[config.mk]
export PLATFORM = sky130hd
export DESIGN_NAME = multicycle_control_flat
export DESIGN_NICKNAME = d
export VERILOG_FILES = /design/src/rtl/mips_pkg.sv /design/src/rtl/multicycle_control_if.sv /design/src/rtl/multicycle_control_mem_wait_timer.sv /design/src/rtl/multicycle_control.sv /design/src/flat_wrapper.sv
export SDC_FILE = /design/constraint.sdc
export NUM_CORES = 1
export LEC_CHECK = 0
export ABC_CLOCK_PERIOD_IN_PS = 4900
export BUFFER_PORTS_ARGS = -buffer_cell sky130_fd_sc_hd__clkbuf_2
export CAP_MARGIN = 20
export CORE_MARGIN = 3
export CORE_UTILIZATION = 54
export CTS_CLUSTER_SIZE = 20
export DETAILED_ROUTE_END_ITERATION = 10
export PLACE_DENSITY_LB_ADDON = 0.08
export SLEW_MARGIN = 10
export SYNTH_ARGS = -nofsm -noshare
export SYNTH_HDL_FRONTEND = slang
export SYNTH_HIERARCHICAL = 1
export SYNTH_SLANG_ARGS = --single-unit
[constraint.sdc]
create_clock -name clk -period 4.9 [get_ports clk]
set_clock_uncertainty 0.15 [all_clocks]
set_input_delay 0.98 -clock clk [delete_from_list [all_inputs] [get_ports clk]]
set_output_delay 0.98 -clock clk [all_outputs]
set_load 0.05 [all_outputs]
[src/rtl/mips_pkg.sv]
// -----------------------------------------------------------------------------
// mips_pkg
// Shared encodings for the multicycle MIPS control path: opcodes, FSM state
// codes, datapath mux encodings and fault codes.
// No ports; imported by the controller, its wait timer and the bus interface.
// -----------------------------------------------------------------------------
package mips_pkg;

  // Opcodes recognised by the controller (instr[31:26])
  localparam logic [5:0] OP_RTYPE = 6'h00;
  localparam logic [5:0] OP_LW    = 6'h23;
  localparam logic [5:0] OP_SW    = 6'h2B;
  localparam logic [5:0] OP_BEQ   = 6'h04;
  localparam logic [5:0] OP_J     = 6'h02;
  localparam logic [5:0] OP_HALT  = 6'h3F;

  // FSM state encoding; codes 11-15 are never produced by the next-state logic
  typedef enum logic [3:0] {
    S_FETCH    = 4'd0,
    S_DECODE   = 4'd1,
    S_MEM_ADDR = 4'd2,
    S_MEM_RD   = 4'd3,
    S_MEM_WB   = 4'd4,
    S_MEM_WR   = 4'd5,
    S_R_EXEC   = 4'd6,
    S_R_WB     = 4'd7,
    S_BRANCH   = 4'd8,
    S_JUMP     = 4'd9,
    S_HALT     = 4'd10
  } state_t;

  // ALU B-operand select
  localparam logic [1:0] SRCB_RT      = 2'b00;
  localparam logic [1:0] SRCB_FOUR    = 2'b01;
  localparam logic [1:0] SRCB_IMM     = 2'b10;
  localparam logic [1:0] SRCB_IMM_SH2 = 2'b11;

  // PC source select
  localparam logic [1:0] PCSRC_ALU    = 2'b00;
  localparam logic [1:0] PCSRC_ALUOUT = 2'b01;
  localparam logic [1:0] PCSRC_JUMP   = 2'b10;

  // Operation requested from alu_control
  localparam logic [1:0] ALUOP_ADD    = 2'b00;
  localparam logic [1:0] ALUOP_SUB    = 2'b01;
  localparam logic [1:0] ALUOP_FUNCT  = 2'b10;

  // Reason the core stopped
  typedef enum logic [1:0] {
    FAULT_NONE    = 2'b00,
    FAULT_ILLEGAL = 2'b01,
    FAULT_TIMEOUT = 2'b10
  } fault_t;

  // States that hold a memory request open until mem_ready
  function automatic logic is_wait_state(state_t s);
    return (s == S_FETCH) || (s == S_MEM_RD) || (s == S_MEM_WR);
  endfunction

endpackage

[src/rtl/multicycle_control_if.sv]
// -----------------------------------------------------------------------------
// multicycle_control_if
// Bundle between the multicycle controller and the rest of the core.
//   master : controller side (takes opcode/mem_ready, drives selects/strobes)
//   slave  : datapath/memory side (the mirror image)
// Signals:
//   opcode, mem_ready                  : status into the controller
//   pc_wr, pc_wr_cond, pc_src, ir_wr   : PC / instruction register control
//   iord, mem_rd, mem_wr               : memory address select and requests
//   mem_to_reg, reg_dst, rf_wr         : register file write control
//   alu_src_a, alu_src_b, aluop        : ALU operand selects and operation
//   halt, fault, state, instr_count    : status / debug
// -----------------------------------------------------------------------------
interface multicycle_control_if #(
  parameter int CNT_W = 32
);

  logic [5:0]       opcode;
  logic             mem_ready;
  logic             pc_wr;
  logic             pc_wr_cond;
  logic [1:0]       pc_src;
  logic             ir_wr;
  logic             iord;
  logic             mem_rd;
  logic             mem_wr;
  logic             mem_to_reg;
  logic             reg_dst;
  logic             rf_wr;
  logic             alu_src_a;
  logic [1:0]       alu_src_b;
  logic [1:0]       aluop;
  logic             halt;
  logic [1:0]       fault;
  logic [3:0]       state;
  logic [CNT_W-1:0] instr_count;

  modport master (
    input  opcode, mem_ready,
    output pc_wr, pc_wr_cond, pc_src, ir_wr, iord, mem_rd, mem_wr,
           mem_to_reg, reg_dst, rf_wr, alu_src_a, alu_src_b, aluop,
           halt, fault, state, instr_count
  );

  modport slave (
    output opcode, mem_ready,
    input  pc_wr, pc_wr_cond, pc_src, ir_wr, iord, mem_rd, mem_wr,
           mem_to_reg, reg_dst, rf_wr, alu_src_a, alu_src_b, aluop,
           halt, fault, state, instr_count
  );

endinterface

[src/rtl/multicycle_control_mem_wait_timer.sv]
// -----------------------------------------------------------------------------
// mem_wait_timer
// Counts cycles a memory request has been left waiting and flags when the
// allowed budget is used up.
//   clk, reset : clock, synchronous active-high reset
//   clear      : restart the count (controller is changing state)
//   waiting    : request outstanding and mem_ready low this cycle
//   expired    : budget exhausted and memory still not ready
// -----------------------------------------------------------------------------
module mem_wait_timer #(
  parameter int TIMEOUT = 16
) (
  input  logic clk,
  input  logic reset,
  input  logic clear,
  input  logic waiting,
  output logic expired
);

  localparam int CW = $clog2(TIMEOUT + 1);

  logic [CW-1:0] count_q;

  // The controller always leaves the state once expired is seen, so clear
  // fires before the counter can ever step past TIMEOUT.
  always_ff @(posedge clk) begin
    if (reset || clear) begin
      count_q <= '0;
    end else if (waiting) begin
      count_q <= count_q + 1'b1;
    end
  end

  // A ready arriving on the cycle the count hits TIMEOUT still wins
  assign expired = waiting && (count_q == CW'(TIMEOUT));

endmodule

[src/rtl/multicycle_control.sv]
// -----------------------------------------------------------------------------
// multicycle_control
// Sequencing FSM for the multicycle MIPS core. Steps each instruction through
// fetch/decode/execute/memory/writeback over a shared single-ported memory,
// counts retired instructions and stops on illegal opcodes, the halt opcode
// or a memory request that never completes.
//   clk    : clock
//   reset  : synchronous active-high reset
//   bus    : multicycle_control_if.master (opcode/mem_ready in, all datapath
//            selects, strobes and status out)
// -----------------------------------------------------------------------------
module multicycle_control
  import mips_pkg::*;
#(
  parameter int CNT_W   = 32,
  parameter int TIMEOUT = 16
) (
  input logic                  clk,
  input logic                  reset,
  multicycle_control_if.master bus
);

  state_t           state_q;
  state_t           state_d;
  fault_t           fault_q;
  fault_t           fault_d;
  logic [CNT_W-1:0] count_q;
  logic             retire;
  logic             waiting;
  logic             timer_clear;
  logic             expired;

  // Any state change restarts the wait budget, which covers entry to each
  // of the memory-wait states.
  assign waiting     = is_wait_state(state_q) && !bus.mem_ready;
  assign timer_clear = (state_d != state_q);

  mem_wait_timer #(
    .TIMEOUT (TIMEOUT)
  ) u_wait_timer (
    .clk     (clk),
    .reset   (reset),
    .clear   (timer_clear),
    .waiting (waiting),
    .expired (expired)
  );

  // State register plus the fault latch and retire counter. The fault code
  // is captured only on the transition into HALT so it stays sticky.
  always_ff @(posedge clk) begin
    if (reset) begin
      state_q <= S_FETCH;
      fault_q <= FAULT_NONE;
      count_q <= '0;
    end else begin
      state_q <= state_d;
      if (state_d == S_HALT && state_q != S_HALT) begin
        fault_q <= fault_d;
      end
      if (retire) begin
        count_q <= count_q + 1'b1;
      end
    end
  end

  // Next-state logic
  always_comb begin
    state_d = state_q;
    fault_d = FAULT_NONE;
    retire  = 1'b0;
    case (state_q)
      S_FETCH: begin
        if (bus.mem_ready) begin
          state_d = S_DECODE;
        end else if (expired) begin
          state_d = S_HALT;
          fault_d = FAULT_TIMEOUT;
        end
      end
      S_DECODE: begin
        case (bus.opcode)
          OP_RTYPE:     state_d = S_R_EXEC;
          OP_LW, OP_SW: state_d = S_MEM_ADDR;
          OP_BEQ:       state_d = S_BRANCH;
          OP_J:         state_d = S_JUMP;
          OP_HALT:      state_d = S_HALT;
          default: begin
            state_d = S_HALT;
            fault_d = FAULT_ILLEGAL;
          end
        endcase
      end
      S_MEM_ADDR: begin
        state_d = (bus.opcode == OP_LW) ? S_MEM_RD : S_MEM_WR;
      end
      S_MEM_RD: begin
        if (bus.mem_ready) begin
          state_d = S_MEM_WB;
        end else if (expired) begin
          state_d = S_HALT;
          fault_d = FAULT_TIMEOUT;
        end
      end
      S_MEM_WR: begin
        if (bus.mem_ready) begin
          state_d = S_FETCH;
          retire  = 1'b1;
        end else if (expired) begin
          state_d = S_HALT;
          fault_d = FAULT_TIMEOUT;
        end
      end
      S_R_EXEC: state_d = S_R_WB;
      S_MEM_WB, S_R_WB, S_BRANCH, S_JUMP: begin
        state_d = S_FETCH;
        retire  = 1'b1;
      end
      S_HALT: state_d = S_HALT;
      default: begin
        state_d = S_HALT;
        fault_d = FAULT_ILLEGAL;
      end
    endcase
  end

  // Output decode: Moore on state, except the FETCH PC/IR writes which
  // follow mem_ready so the fetched word is captured the cycle it arrives.
  always_comb begin
    bus.pc_wr      = 1'b0;
    bus.pc_wr_cond = 1'b0;
    bus.pc_src     = PCSRC_ALU;
    bus.ir_wr      = 1'b0;
    bus.iord       = 1'b0;
    bus.mem_rd     = 1'b0;
    bus.mem_wr     = 1'b0;
    bus.mem_to_reg = 1'b0;
    bus.reg_dst    = 1'b0;
    bus.rf_wr      = 1'b0;
    bus.alu_src_a  = 1'b0;
    bus.alu_src_b  = SRCB_RT;
    bus.aluop      = ALUOP_ADD;
    bus.halt       = 1'b0;
    case (state_q)
      S_FETCH: begin
        bus.mem_rd    = 1'b1;
        bus.alu_src_b = SRCB_FOUR;
        bus.pc_wr     = bus.mem_ready;
        bus.ir_wr     = bus.mem_ready;
      end
      S_DECODE: begin
        bus.alu_src_b = SRCB_IMM_SH2;
      end
      S_MEM_ADDR: begin
        bus.alu_src_a = 1'b1;
        bus.alu_src_b = SRCB_IMM;
      end
      S_MEM_RD: begin
        bus.mem_rd = 1'b1;
        bus.iord   = 1'b1;
      end
      S_MEM_WB: begin
        bus.rf_wr      = 1'b1;
        bus.mem_to_reg = 1'b1;
      end
      S_MEM_WR: begin
        bus.mem_wr = 1'b1;
        bus.iord   = 1'b1;
      end
      S_R_EXEC: begin
        bus.alu_src_a = 1'b1;
        bus.aluop     = ALUOP_FUNCT;
      end
      S_R_WB: begin
        bus.rf_wr   = 1'b1;
        bus.reg_dst = 1'b1;
      end
      S_BRANCH: begin
        bus.alu_src_a  = 1'b1;
        bus.aluop      = ALUOP_SUB;
        bus.pc_wr_cond = 1'b1;
        bus.pc_src     = PCSRC_ALUOUT;
      end
      S_JUMP: begin
        bus.pc_wr  = 1'b1;
        bus.pc_src = PCSRC_JUMP;
      end
      S_HALT: begin
        bus.halt = 1'b1;
      end
      default: begin
        bus.halt = 1'b0;
      end
    endcase
    // Reset silences every strobe immediately, before the state register
    // has been reloaded.
    if (reset) begin
      bus.pc_wr      = 1'b0;
      bus.pc_wr_cond = 1'b0;
      bus.ir_wr      = 1'b0;
      bus.rf_wr      = 1'b0;
      bus.mem_rd     = 1'b0;
      bus.mem_wr     = 1'b0;
      bus.halt       = 1'b0;
    end
  end

  assign bus.fault       = fault_q;
  assign bus.state       = state_q;
  assign bus.instr_count = count_q;

endmodule

[src/flat_wrapper.sv]
// flat-port wrapper written by rule: the top's interface ports become plain ports
module multicycle_control_flat import mips_pkg::*;
#(
  parameter int CNT_W   = 32,
  parameter int TIMEOUT = 16
)
  (clk, reset, bus_opcode, bus_mem_ready, bus_pc_wr, bus_pc_wr_cond, bus_pc_src, bus_ir_wr, bus_iord, bus_mem_rd, bus_mem_wr, bus_mem_to_reg, bus_reg_dst, bus_rf_wr, bus_alu_src_a, bus_alu_src_b, bus_aluop, bus_halt, bus_fault, bus_state, bus_instr_count);
  multicycle_control_if #(.CNT_W(CNT_W)) bus_i ();
  input logic clk;
  input logic reset;
  input wire logic [$bits(bus_i.opcode)-1:0] bus_opcode;
  input wire logic [$bits(bus_i.mem_ready)-1:0] bus_mem_ready;
  output wire logic [$bits(bus_i.pc_wr)-1:0] bus_pc_wr;
  output wire logic [$bits(bus_i.pc_wr_cond)-1:0] bus_pc_wr_cond;
  output wire logic [$bits(bus_i.pc_src)-1:0] bus_pc_src;
  output wire logic [$bits(bus_i.ir_wr)-1:0] bus_ir_wr;
  output wire logic [$bits(bus_i.iord)-1:0] bus_iord;
  output wire logic [$bits(bus_i.mem_rd)-1:0] bus_mem_rd;
  output wire logic [$bits(bus_i.mem_wr)-1:0] bus_mem_wr;
  output wire logic [$bits(bus_i.mem_to_reg)-1:0] bus_mem_to_reg;
  output wire logic [$bits(bus_i.reg_dst)-1:0] bus_reg_dst;
  output wire logic [$bits(bus_i.rf_wr)-1:0] bus_rf_wr;
  output wire logic [$bits(bus_i.alu_src_a)-1:0] bus_alu_src_a;
  output wire logic [$bits(bus_i.alu_src_b)-1:0] bus_alu_src_b;
  output wire logic [$bits(bus_i.aluop)-1:0] bus_aluop;
  output wire logic [$bits(bus_i.halt)-1:0] bus_halt;
  output wire logic [$bits(bus_i.fault)-1:0] bus_fault;
  output wire logic [$bits(bus_i.state)-1:0] bus_state;
  output wire logic [$bits(bus_i.instr_count)-1:0] bus_instr_count;
  assign bus_i.opcode = bus_opcode;
  assign bus_i.mem_ready = bus_mem_ready;
  assign bus_pc_wr = bus_i.pc_wr;
  assign bus_pc_wr_cond = bus_i.pc_wr_cond;
  assign bus_pc_src = bus_i.pc_src;
  assign bus_ir_wr = bus_i.ir_wr;
  assign bus_iord = bus_i.iord;
  assign bus_mem_rd = bus_i.mem_rd;
  assign bus_mem_wr = bus_i.mem_wr;
  assign bus_mem_to_reg = bus_i.mem_to_reg;
  assign bus_reg_dst = bus_i.reg_dst;
  assign bus_rf_wr = bus_i.rf_wr;
  assign bus_alu_src_a = bus_i.alu_src_a;
  assign bus_alu_src_b = bus_i.alu_src_b;
  assign bus_aluop = bus_i.aluop;
  assign bus_halt = bus_i.halt;
  assign bus_fault = bus_i.fault;
  assign bus_state = bus_i.state;
  assign bus_instr_count = bus_i.instr_count;
  multicycle_control #(.CNT_W(CNT_W), .TIMEOUT(TIMEOUT)) u_core (.clk(clk), .reset(reset), .bus(bus_i));
endmodule
# Word-level counts from Yosys, hierarchy flattened
# Cells that the tools add are included.
# totals
input_bits	9
register_bits	43
# op_classes
reduce_logical	18
n_mux	34
eq_ne	19
add_sub_neg	2
# op_table
cell	count
adder 32 x 1 -> 32 bit, second input constant	1
case mux 4 bit (7 select lines)	1
two-way mux 1 bit	19
equality test 6 bit, second input constant	3
equality test 4 x 3 -> 1 bit, second input constant	4
equality test 4 bit, second input constant	4
two-way mux 4 bit	4
case mux 4 bit (4 select lines)	1
case mux 2 bit (3 select lines)	2
equality test 4 x 2 -> 1 bit, second input constant	2
case mux 2 bit (2 select lines)	2
OR reduction 2 bit	4
OR reduction 7 bit	1
equality test 6 x 2 -> 1 bit, second input constant	1
equality test 6 x 3 -> 1 bit, second input constant	1
zero test 6 bit	1
OR reduction 3 bit	2
OR reduction 6 bit	1
adder 5 x 1 -> 5 bit, second input constant	1
equality test 5 bit, second input constant	1
equality test 4 x 1 -> 1 bit, second input constant	1
zero test 4 bit	1
two-way mux 2 bit	2
!= test 4 bit	1
7 further kinds	12

# Depth between registers and ports, before layout
# Gate-level depths: netlist (run 1).
# depth
depth_word	10
ltp_mapped	13

# Modules after synthesis
# Netlist (run 1), hierarchy kept.
# modules_own_cells
module	cells_each	n_inst	seq_area_each_um2	area_per_inst_um2
multicycle_control	316	1	760.7	2506.2
mem_wait_timer	27	1	100.1	276.5

# Worst setup path after synthesis (run 1)
# Ideal clock, no wire load.
# synth_timing
path_type	in2out
from	input reset
to	output bus_pc_wr
n_path_buf	2
t_required_ns	3.770
stages	3
t_arrival_ns	3.770
slack_ns	0.000
path_cell_list	clkbuf_1 > clkbuf_1 > a2111oi_0
# synth_between
elab_chain_len	1
# synth_lines
element	line_no	source
from (decl)	flat_wrapper.sv:10	input logic reset;
two-way mux 1 bit	multicycle_control.sv:196	if (reset) begin
to (decl)	flat_wrapper.sv:13	output wire logic [$bits(bus_i.pc_wr)-1:0] bus_pc_wr;
# No other way between the ends.

# Worst setup path in the final report (run 1)
# layout_timing
from	register u_core.state_q[1], in the netlist u_core/bus.state[1]
to	register u_core.u_wait_timer.count_q[4]
# layout_between
elab_chain_len	10
# layout_lines
element	line_no	source
from (decl)	multicycle_control.sv:23	state_t state_q;
from (signal assigned)	multicycle_control.sv:56	state_q <= state_d;
equality test 4 x 2 -> 1 bit / zero test 4 bit (equally long branches)	mips_pkg.sv:57	return (s == S_FETCH) || (s == S_MEM_RD) || (s == S_MEM_WR);
logical OR 1 bit	mips_pkg.sv:57	
logical OR 1 bit (*)	mips_pkg.sv:57	
logical AND 1 bit (*)	multicycle_control.sv:35	assign waiting = is_wait_state(state_q) && !bus.mem_ready;
net u_core.waiting	multicycle_control.sv:29	logic waiting;
logical AND 1 bit (*)	multicycle_control_mem_wait_timer.sv:35	assign expired = waiting && (count_q == CW'(TIMEOUT));
net u_core.expired	multicycle_control.sv:31	logic expired;
two-way mux 4 bit (*)	multicycle_control.sv:75, multicycle_control.sv:99, multicycle_control.sv:108	
two-way mux 4 bit, on equally long branches	multicycle_control.sv:105, multicycle_control.sv:73, multicycle_control.sv:97	
case mux 4 bit (7 select lines) (*)	multicycle_control.sv:71	case (state_q)
!= test 4 bit (*)	multicycle_control.sv:36	assign timer_clear = (state_d != state_q);
net u_core.timer_clear	multicycle_control.sv:30	logic timer_clear;
logical OR 1 bit (*)	multicycle_control_mem_wait_timer.sv:27	if (reset || clear) begin
to (signal assigned)	multicycle_control_mem_wait_timer.sv:30	count_q <= count_q + 1'b1;
to (decl)	multicycle_control_mem_wait_timer.sv:22	logic [CW-1:0] count_q;
# Mark *: on every way through the listed nets, which the timed path passes. The rest lies on a longest branch.
# A chain may end at the register's enable or synchronous reset.

==> impl_metrics.yaml, run 1 <==
worst_hold_path:
  hold_depth: 2
  worstHoldPathType: "flop to flop"
pwr:
  clockPowerShare_pct: 31.6
  ir_worst_vdd_mv: 0.156
  p_switching_mw: 0.295
  switching_share_pct: 33.9
  power_frac_comb_pct: 24.6
  p_per_area_nw_per_um2: 269
  seqPwrFrac_pct: 43.8
  p_int_mw: 0.573
  leakagePower_nw: 1.22
sta:
  setup_tns_ps: 0
  period_share_pct: 84.0
  worst_pin_slew_ps: 901
  max_slew_margin_pct: 39.2
  timing.final.max_slew_violations: 0
  setup_viol_count_final: 0
  period_minus_slack_ps: 4110
  fmax_mhz: 243
  hold_viol: 0
  rsz0062_at_grt: "no"
routing:
  met2WireLength_um: 2900
  drt_iter0_drc: 243
  routed_wl_um: 6490
  dr.pass1.iters: 4
  post_drt_wl_per_cell_um: 14.2
  vias: 2761
  drc: 0
  top_layer: "met4"
  ant_nets: 0
  vias_per_cell: 6.03
  wl_met1_um: 3100
  wl_met3_um: 440
grt:
  antenna_found_initial: 0
  grt_usage_pct: 21.8
  gr-total-overflow: 0
  grt_pass1_wl_um: 11100
  first_global_vias: 2363
  grt_max_degree: 61
setup_path:
  endpoint_kind: "flop"
  path_buf_inv: 2
  slowest_delay_ps: 820
  cp.arrival_ps: 4140
  critPathMaxFanout: 24
  critPathLaunchType: "flop"
  cp_cell_sequence: "inv_1 > a21oi_1 > nor3_1 > buf_4 > and4_2 > or4b_2 > a21oi_1 > nor3_1 > o2111ai_1 > nor3b_1 > mux2_1"
  cp.depth: 11
  critical_path_required_ps: 4930
  ff2ff_setup_slack_ps: 790
  critical-path-top-delay-family: "simple AND/OR/NAND/NOR gates"
  ff2ff_path_depth: 11
  worstSetupPathType: "flop to flop"
  crit_slowest_cell: "dfxtp_1"
finish:
  fin_nets: 402
  syn_to_final_growth_pct: 15.7
  fillers: 439
  final_common_cell: "clkbuf_2"
  antennaDiodeCount: 0
  drive_gt1_share_pct: 25.8
  layout.cells.non_filler: 458
  final_cell_mix: "clkbuf_2 (63), dfxtp_1 (43), nor2_1 (36), a21oi_1 (24), nor3_1 (21)"
die:
  rows: 25
  start_util_pct: 57.4
  dieWidth_um: 77.8
  ios: 64
  design.die.area_um2: 6050
  fp.coreArea_um2: 4850
  die_y_um: 77.8
synthesis:
  netlist_area_um2: 2780
  synth_area_leader_cell: "dfxtp_1"
  ys.warnings.count: 6
  yosys.cell_types.count: 61
  ys_seq_area_share_pct: 30.9
  yosys-top-cells-area: "dfxtp_1 (31%), mux2_2 (5.3%), nor2_1 (4.9%), a21oi_1 (4.5%), nor2b_1 (3.8%)"
  synthXorXnorAreaFrac_pct: 1.57
  synth_top_family_by_area: "simple AND/OR/NAND/NOR gates"
  synth_nets: 355
  synth_cells: 343
  synth-edff-count: 0
  synthFlopType: "dfxtp_1"
  synth_compound_gate_area_share_pct: 16.4
  synth_top_area_share_pct: 30.9
  synth_simple_gate_area_share_pct: 37.8
  ys_async_sr_fraction_pct: 0
  ys_ff_latch: 43
  syn_area_per_cell_um2: 8.11
  synthMuxAreaShare_pct: 6.79
  synthAdderAreaFrac_pct: 1.35
cts:
  cts_hold_buf: 0
  cts_tree: "built"
  ctsHtreeMaxLevel: 2
  cts.sinks: 43
  root_buffer: "clkbuf_8"
  cts_buffers: 5
  postCtsResizedCells: 0
  clock_latency_ps: 290
  max-clock-path-buffers: 2
  post_cts_buffers: 0
  clk_pin_slew_ps: 90
run_status:
  status: "finished clean"
placement:
  io_buffers: 63
  dpl.cell_count: 449
  globalplace.congestion: 0.891
  place_hpwl_um: 4510
job:
  cap_violations: 0
[final cells by class]
cell class              instances  area (um^2)  share of cell area, %
repair buffers                 66          350                   10.9
inverters                       6         22.5                  0.700
clock inverters                 3         43.8                   1.36
flip-flops and latches         43          861                   26.7
multi-input cells             268         1790                   55.6
clock buffers                   5         68.8                   2.14
well taps                      67         83.8                   2.60
[flip-flops by register name, indices dropped and copies added (netlist names)]
signal / flops
u_core/bus.instr_count: 32
u_core/u_wait_timer/count_q: 5
u_core/bus.fault: 2
u_core/bus.state: 4
[cells by family after synthesis]
logic type               count (synthesis)
adder cells (fa/ha/maj)                  3
XOR/XNOR                                 5
AND/OR/NAND/NOR                        175
AO/OA/AOI/OAI                           68
flip-flops                              43
buffers and inverters                   32
multiplexers                            17
[cell usage after synthesis, types with 3 or more instances]
library cell	instances
nor4_1	7
nor3_1	21
or3_1	4
ha_1	3
nand2_1	19
nor4b_1	3
nor3b_1	4
buf_1	3
nand3_1	10
nand2b_1	8
nand4_1	7
dfxtp_1	43
mux2_2	13
or4_1	14
or4b_1	3
nand3b_1	3
clkbuf_1	16
and4_1	3
nor2b_1	17
buf_2	4
o21ai_1	3
xnor2_1	4
inv_1	6
a21oi_1	25
nor2_1	36
o31ai_1	13
o21ai_0	5
o41ai_1	3
[metal layers]
| layer | track usage, % | vias up |
|---|---|---|
| li1 | - | 1383 |
| met1 | 30.6 | 1283 |
| met2 | 33.4 | 89 |
| met3 | 5.45 | 6 |
| met4 | 5.16 | 0 |
| met5 | 0 | - |
[per-stage QoR]
step	utilization (%)	cell area (um^2)	hold WS, ps	total power [mW]	setup WS (ps)
floorplan	-	2780	371	0.553	0.366
global placement	63.7	3090	321	0.592	990
detailed placement	63.7	3090	332	0.595	863
CTS	66.0	3200	340	0.870	809
global route	66.4	3220	382	0.913	462
finish	66.4	3220	338	0.868	786
[power groups by stage]
stage / clock (mW) / combinational, mW / sequential (mW)
finish: 0.275 / 0.213 / 0.380
global route: 0.299 / 0.230 / 0.383
CTS: 0.283 / 0.208 / 0.380
detailed placement: 0 / 0.207 / 0.388
global placement: 0 / 0.205 / 0.387
floorplan: 0 / 0.153 / 0.399
[worst reg2reg max path, cell delays in order (launching register included)]
cell       delay, ps
dfxtp_1          820
inv_1            260
a21oi_1          350
nor3_1            90
buf_4            190
and4_2           240
or4b_2           650
a21oi_1          150
nor3_1            90
o2111ai_1        580
nor3b_1          130
mux2_1           310
[final timing paths]
kind                              startpoint                        endpoint
setup reg to reg         u_core/bus.state[1]  u_core/u_wait_timer/count_q[4]
hold reg to reg   u_core/bus.instr_count[26]      u_core/bus.instr_count[26]
setup / recovery         u_core/bus.state[1]  u_core/u_wait_timer/count_q[4]
hold / removal    u_core/bus.instr_count[26]      u_core/bus.instr_count[26]
No activity file was read; power rests on OpenSTA's default activity.
==> inputs of run 2 (changes only) <==
--- a/config.mk
+++ b/config.mk
@@ -5,7 +5,7 @@
 export SDC_FILE = /design/constraint.sdc
 export NUM_CORES = 1
 export LEC_CHECK = 0
-export ABC_CLOCK_PERIOD_IN_PS = 4900
+export ABC_CLOCK_PERIOD_IN_PS = 4100
 export BUFFER_PORTS_ARGS = -buffer_cell sky130_fd_sc_hd__clkbuf_2
 export CAP_MARGIN = 20
 export CORE_MARGIN = 3
==> constraint.sdc (replaced) <==
create_clock -name clk -period 4.1 [get_ports clk]
set_clock_uncertainty 0.15 [all_clocks]
set_input_delay 0.82 -clock clk [delete_from_list [all_inputs] [get_ports clk]]
set_output_delay 0.82 -clock clk [all_outputs]
set_load 0.05 [all_outputs]
==> run 2 against run 1 <==
Worst hold slack gained 8.7 ps. Highest routed layer unchanged. Fmax rose by 23%. Cell count grew 1.1%. Flip-flop and latch count did not move. Critical endpoint unchanged. Register-to-register slack worse by 30 ps. Sequential power up 16%.
==> impl_metrics.yaml, run 2 (same netlist as run 1, synthesis figures left out) <==
grt:
  grt_max_degree: 61
  first_global_vias: 2513
  antenna_found_initial: 0
  grt_usage_pct: 23.3
  gr-total-overflow: 0
  grt_pass1_wl_um: 11800
sta:
  setup_tns_ps: 0
  hold_viol: 0
  timing.final.max_slew_violations: 0
  period_share_pct: 81.5
  rsz0062_at_grt: "no"
  setup_viol_count_final: 0
  period_minus_slack_ps: 3340
  fmax_mhz: 299
  worst_pin_slew_ps: 952
  max_slew_margin_pct: 36.4
setup_path:
  critPathMaxFanout: 10
  critical_path_required_ps: 4130
  worstSetupPathType: "flop to flop"
  critPathLaunchType: "flop"
  cp.arrival_ps: 3370
  endpoint_kind: "flop"
die:
  rows: 25
  design.die.area_um2: 6050
  dieWidth_um: 77.8
  die_y_um: 77.8
  ios: 64
  start_util_pct: 57.4
  fp.coreArea_um2: 4850
pwr:
  p_per_area_nw_per_um2: 302
  leakagePower_nw: 1.23
  ir_worst_vdd_mv: 0.166
cts:
  cts_tree: "built"
  cts_buffers: 5
  clk_pin_slew_ps: 80
  clock_latency_ps: 290
  root_buffer: "clkbuf_8"
  postCtsResizedCells: 0
  ctsHtreeMaxLevel: 2
  cts_hold_buf: 0
  cts.sinks: 43
  max-clock-path-buffers: 2
  post_cts_buffers: 0
routing:
  drc: 0
  vias_per_cell: 6.02
  dr.pass1.iters: 5
  routed_wl_um: 6690
  post_drt_wl_per_cell_um: 14.4
  vias: 2785
  drt_iter0_drc: 156
  ant_nets: 0
finish:
  antennaDiodeCount: 0
  syn_to_final_growth_pct: 15.8
  post-route-util_pct: 66.5
  fin_nets: 408
  largest_reg_flops: 32
  drive_gt1_share_pct: 26.8
  final_cell_mix: "clkbuf_2 (63), dfxtp_1 (43), nor2_1 (36), a21oi_1 (24), nor3_1 (21)"
  final_common_cell: "clkbuf_2"
  design_area_um2: 3220
run_status:
  status: "finished clean"
job:
  cap_violations: 0
placement:
  globalplace.congestion: 0.854
  io_buffers: 63
  dpl_cell_area_um2: 3140
  place_hpwl_um: 4870
worst_hold_path:
  worstHoldPathType: "flop to flop"
## run 2: cell types whose count changed in the layout (fill, tap and decap cells not counted), sizes merged
cell,before,now
bufinv,1,0
buf,3,9
## run 2: cell type report
| cell class | instances | area [um^2] |
|---|---|---|
| Inverter | 6 | 22.5 |
| Clock inverter | 2 | 13.8 |
| Multi-Input combinational cell | 268 | 1790 |
| Timing Repair Buffer | 72 | 383 |
| Fill cell | 438 | 1630 |
| Sequential cell | 43 | 861 |
| Tap cell | 67 | 83.8 |
| Clock buffer | 5 | 68.8 |
## run 2: metal layers
| layer | vias up | share of wire [%] | track usage (%) |
|---|---|---|---|
| met5 | - | 0 | 0 |
| met3 | 12 | 7.6 | 5.45 |
| li1 | 1392 | - | - |
| met2 | 94 | 45 | 36.5 |
| met1 | 1287 | 46 | 32.7 |
| met4 | 0 | 1.1 | 4.45 |
## run 2: critical path, cell delays in order (launching register included)
cell       delay [ps]
dfxtp_1           500
and3b_1           220
a21oi_1           240
nor3_1             90
buf_4             170
and4_2            230
or4b_2            660
a21oi_1           150
nor3_1             80
o2111ai_1         200
buf_4             180
nor3b_1            60
mux2_1            300
## run 2: path summary, 6_finish.rpt
| check | startpoint | endpoint | slack [ps] | cells past startpoint |
|---|---|---|---|---|
| setup / recovery | u_core/bus.state[2] | u_core/u_wait_timer/count_q[4] | 760 | 12 |
| hold / removal | u_core/bus.instr_count[26] | u_core/bus.instr_count[26] | 350 | 2 |
| setup reg to reg | u_core/bus.state[2] | u_core/u_wait_timer/count_q[4] | 760 | 12 |
| hold reg to reg | u_core/bus.instr_count[26] | u_core/bus.instr_count[26] | 350 | 2 |
## run 2: power by group
part	leakage [nW]	internal (mW)	switching [mW]
clock network	0.0440	0.116	0.137
logic	0.842	0.0824	0.196
registers	0.347	0.428	0.0127
## run 2: metrics by stage
stage	hold WS [ps]	instances	setup slack, ps	total power [mW]
4_1_cts	350	463	772	0.982
6_report	346	463	757	0.973
3_3_place_gp	329	456	742	0.722
2_1_floorplan	371	343	42.6	0.661
3_5_place_dp	340	456	691	0.728
5_1_grt	382	463	510	1.02
==> inputs of run 3 (changes only) <==
--- a/config.mk
+++ b/config.mk
@@ -5,11 +5,12 @@
 export SDC_FILE = /design/constraint.sdc
 export NUM_CORES = 1
 export LEC_CHECK = 0
-export ABC_CLOCK_PERIOD_IN_PS = 4100
+export ABC_AREA = 1
+export ABC_CLOCK_PERIOD_IN_PS = 3150
 export BUFFER_PORTS_ARGS = -buffer_cell sky130_fd_sc_hd__clkbuf_2
 export CAP_MARGIN = 20
 export CORE_MARGIN = 3
-export CORE_UTILIZATION = 54
+export CORE_UTILIZATION = 55
 export CTS_CLUSTER_SIZE = 20
 export DETAILED_ROUTE_END_ITERATION = 10
 export PLACE_DENSITY_LB_ADDON = 0.08
==> constraint.sdc (replaced) <==
create_clock -name clk -period 3.15 [get_ports clk]
set_clock_uncertainty 0.15 [all_clocks]
set_input_delay 0.63 -clock clk [delete_from_list [all_inputs] [get_ports clk]]
set_output_delay 0.63 -clock clk [all_outputs]
set_load 0.05 [all_outputs]
==> run 3 against run 2 <==
Register-to-register slack worse by 470 ps. Non-clock buffer count is 7 lower. Utilization up 1.8 points. Clock-buffer cell count grew 1. Clock power grew 63%. Cell count rose by 35%. Flip-flop and latch count is the same. Critical path depth up 4. Largest cell class unchanged.
==> impl_metrics.yaml, run 3 <==
synthesis:
  synthXorXnorAreaFrac_pct: 2.98
  synth_common_cells: "nand2_1 (179), nor2_1 (82), inv_1 (44)"
  ys_async_sr_fraction_pct: 0
  synthMostInstantiatedCell: "nand2_1"
  ys.warnings.count: 6
  synth-edff-count: 0
  syn_area_per_cell_um2: 5.89
  synthMuxAreaShare_pct: 0
  synth_top_family_by_area: "simple AND/OR/NAND/NOR gates"
  yosys-top-cells-area: "dfxtp_1 (29%), nand2_1 (23%), nor2_1 (10%), a21oi_1 (7.2%), inv_1 (5.6%)"
  synth_simple_gate_area_share_pct: 48.0
  synth_top_area_share_pct: 29.3
  synth_compound_gate_area_share_pct: 9.41
  ys_seq_area_share_pct: 29.3
  ys_ff_latch: 43
  netlist_area_um2: 2940
  synth_cells: 499
  synthFlopType: "dfxtp_1"
  synth_area_leader_cell: "dfxtp_1"
  synthAdderAreaFrac_pct: 1.28
  synth_nets: 511
  yosys.cell_types.count: 30
placement:
  dpl_cell_area_um2: 3270
  preCtsSetupSlack_ps: 304
  io_buffers: 63
  place_hpwl_um: 6100
  globalplace.congestion: 0.941
  dpl.cell_count: 620
die:
  start_util_pct: 59.4
  die_y_um: 79.1
  fp.coreArea_um2: 4940
  dieWidth_um: 79.1
  design.die.area_um2: 6250
  ios: 64
  rows: 25
cts:
  cts_buffers: 5
  root_buffer: "clkbuf_8"
  cts_hold_buf: 0
  clock_latency_ps: 290
  ctsHtreeMaxLevel: 2
  cts_tree: "built"
  max-clock-path-buffers: 2
  cts.sinks: 43
  post_cts_buffers: 0
  clk_pin_slew_ps: 80
routing:
  drt_iter0_drc: 223
  post_drt_wl_per_cell_um: 12.6
  routed_wl_um: 7920
  ant_nets: 0
  dr.pass1.iters: 4
  vias_per_cell: 5.27
  vias: 3302
  drc: 0
setup_path:
  slowest_delay_ps: 500
  endpoint_kind: "flop"
  critPathMaxFanout: 8
  crit_slowest_cell: "dfxtp_1"
  worstSetupPathType: "flop to flop"
  path_buf_inv: 3
  critical-path-top-delay-family: "simple AND/OR/NAND/NOR gates"
  cp_cell_sequence: "inv_1 > nor2_1 > nand2_1 > a31oi_1 > inv_1 > nor2_1 > inv_1 > a21oi_1 > o21ai_0 > nor3_1 > nand2_1 > nand2_1 > nand3_1 > nor2_4 > o21ai_0 > a21oi_1"
  cp.arrival_ps: 2940
  r2r_start: "u_core/bus.state[2]"
  critPathLaunchType: "flop"
  startpoint: "u_core/bus.state[2]"
  critical_path_required_ps: 3230
sta:
  hold_viol: 0
  fmax_mhz: 349
  timing.final.max_slew_violations: 0
  rsz0062_at_grt: "no"
  worst_slack_ps: 283
  max_slew_margin_pct: 72.5
  setup_viol_count_final: 0
  worst_pin_slew_ps: 409
  period_share_pct: 91.0
  setup_tns_ps: 0
  period_minus_slack_ps: 2870
finish:
  syn_to_final_growth_pct: 14.9
  largest_reg_flops: 32
  final_common_cell: "nand2_1"
  design_area_um2: 3380
  regArea_um2: 862
  drive_gt1_share_pct: 16.6
  fillers: 469
  multi_input_area_um2: 1820
  antennaDiodeCount: 0
  final_cell_mix: "nand2_1 (179), nor2_1 (80), clkbuf_2 (63), inv_1 (44)"
  fin_nets: 572
  layout.cells.non_filler: 627
grt:
  grt_pass1_wl_um: 13300
  first_global_vias: 3045
  grt_usage_pct: 26.2
  antenna_found_initial: 0
  gr-total-overflow: 0
  grt_max_degree: 32
job:
  cap_violations: 0
worst_hold_path:
  hp-start: "u_core/bus.instr_count[30]"
  worstHoldPathType: "flop to flop"
pwr:
  fin_total_pwr_mw: 1.72
  ir_worst_vdd_mv: 0.404
  p_per_area_nw_per_um2: 510
  leakagePower_nw: 1.40
run_status:
  status: "finished clean"
## run 3: layout make-up
type	instances	area share, %
multi-input combinational	398	53.9
tap	67	2.48
clock buffer	6	2.15
inverter	47	5.30
timing repair buffer	65	9.79
clock inverter	1	0.890
sequential	43	25.5
## run 3: final timing paths
kind / cells after the start / slack, ps / to
max: 16 / 280 / u_core/u_wait_timer/count_q[1]
max reg2reg: 16 / 280 / u_core/u_wait_timer/count_q[1]
min reg2reg: 2 / 350 / u_core/bus.instr_count[30]
min: 2 / 350 / u_core/bus.instr_count[30]
## run 3: timing repair
item | 4_1_cts | 5_1_grt
setup endpoints to repair | 0 | 2
resized for setup | 0 | 1
endpoints found under the hold margin | 0 | 0
## run 3: routing by layer
layer / vias to the layer above / part of all wire (%) / global-route usage (%)
met5: - / 0 / 0
met4: 0 / 3.1 / 10.3
met3: 20 / 6.0 / 4.65
met2: 118 / 50 / 47.6
met1: 1468 / 41 / 30.1
li1: 1696 / - / -
## run 3: per-stage QoR
stage,utilization (%),hold slack [ps]
2_1_floorplan,-,315
3_3_place_gp,66.2,330
3_5_place_dp,66.2,340
4_1_cts,68.3,353
5_1_grt,68.3,372
6_report,68.3,353
## run 3: cell families (layout without fill, tap and decap cells)
family	after synthesis	after routing
compound gates	55	55
xor+xnor	10	10
fa+ha+maj	3	3
buf+inv	58	119
flops	43	43
simple gates	330	330
## run 3: power breakdown
group,total (mW),switching [mW],internal [mW]
Combinational,0.693,0.535,0.159
Sequential,0.615,0.0426,0.572
Clock,0.413,0.181,0.233
## run 3: tightest hold or removal path, delay by kind of cell, from the launching register on
kind | cells | cell delay, ps
flops | 1 | 340
simple gates | 1 | 70
compound gates | 1 | 50
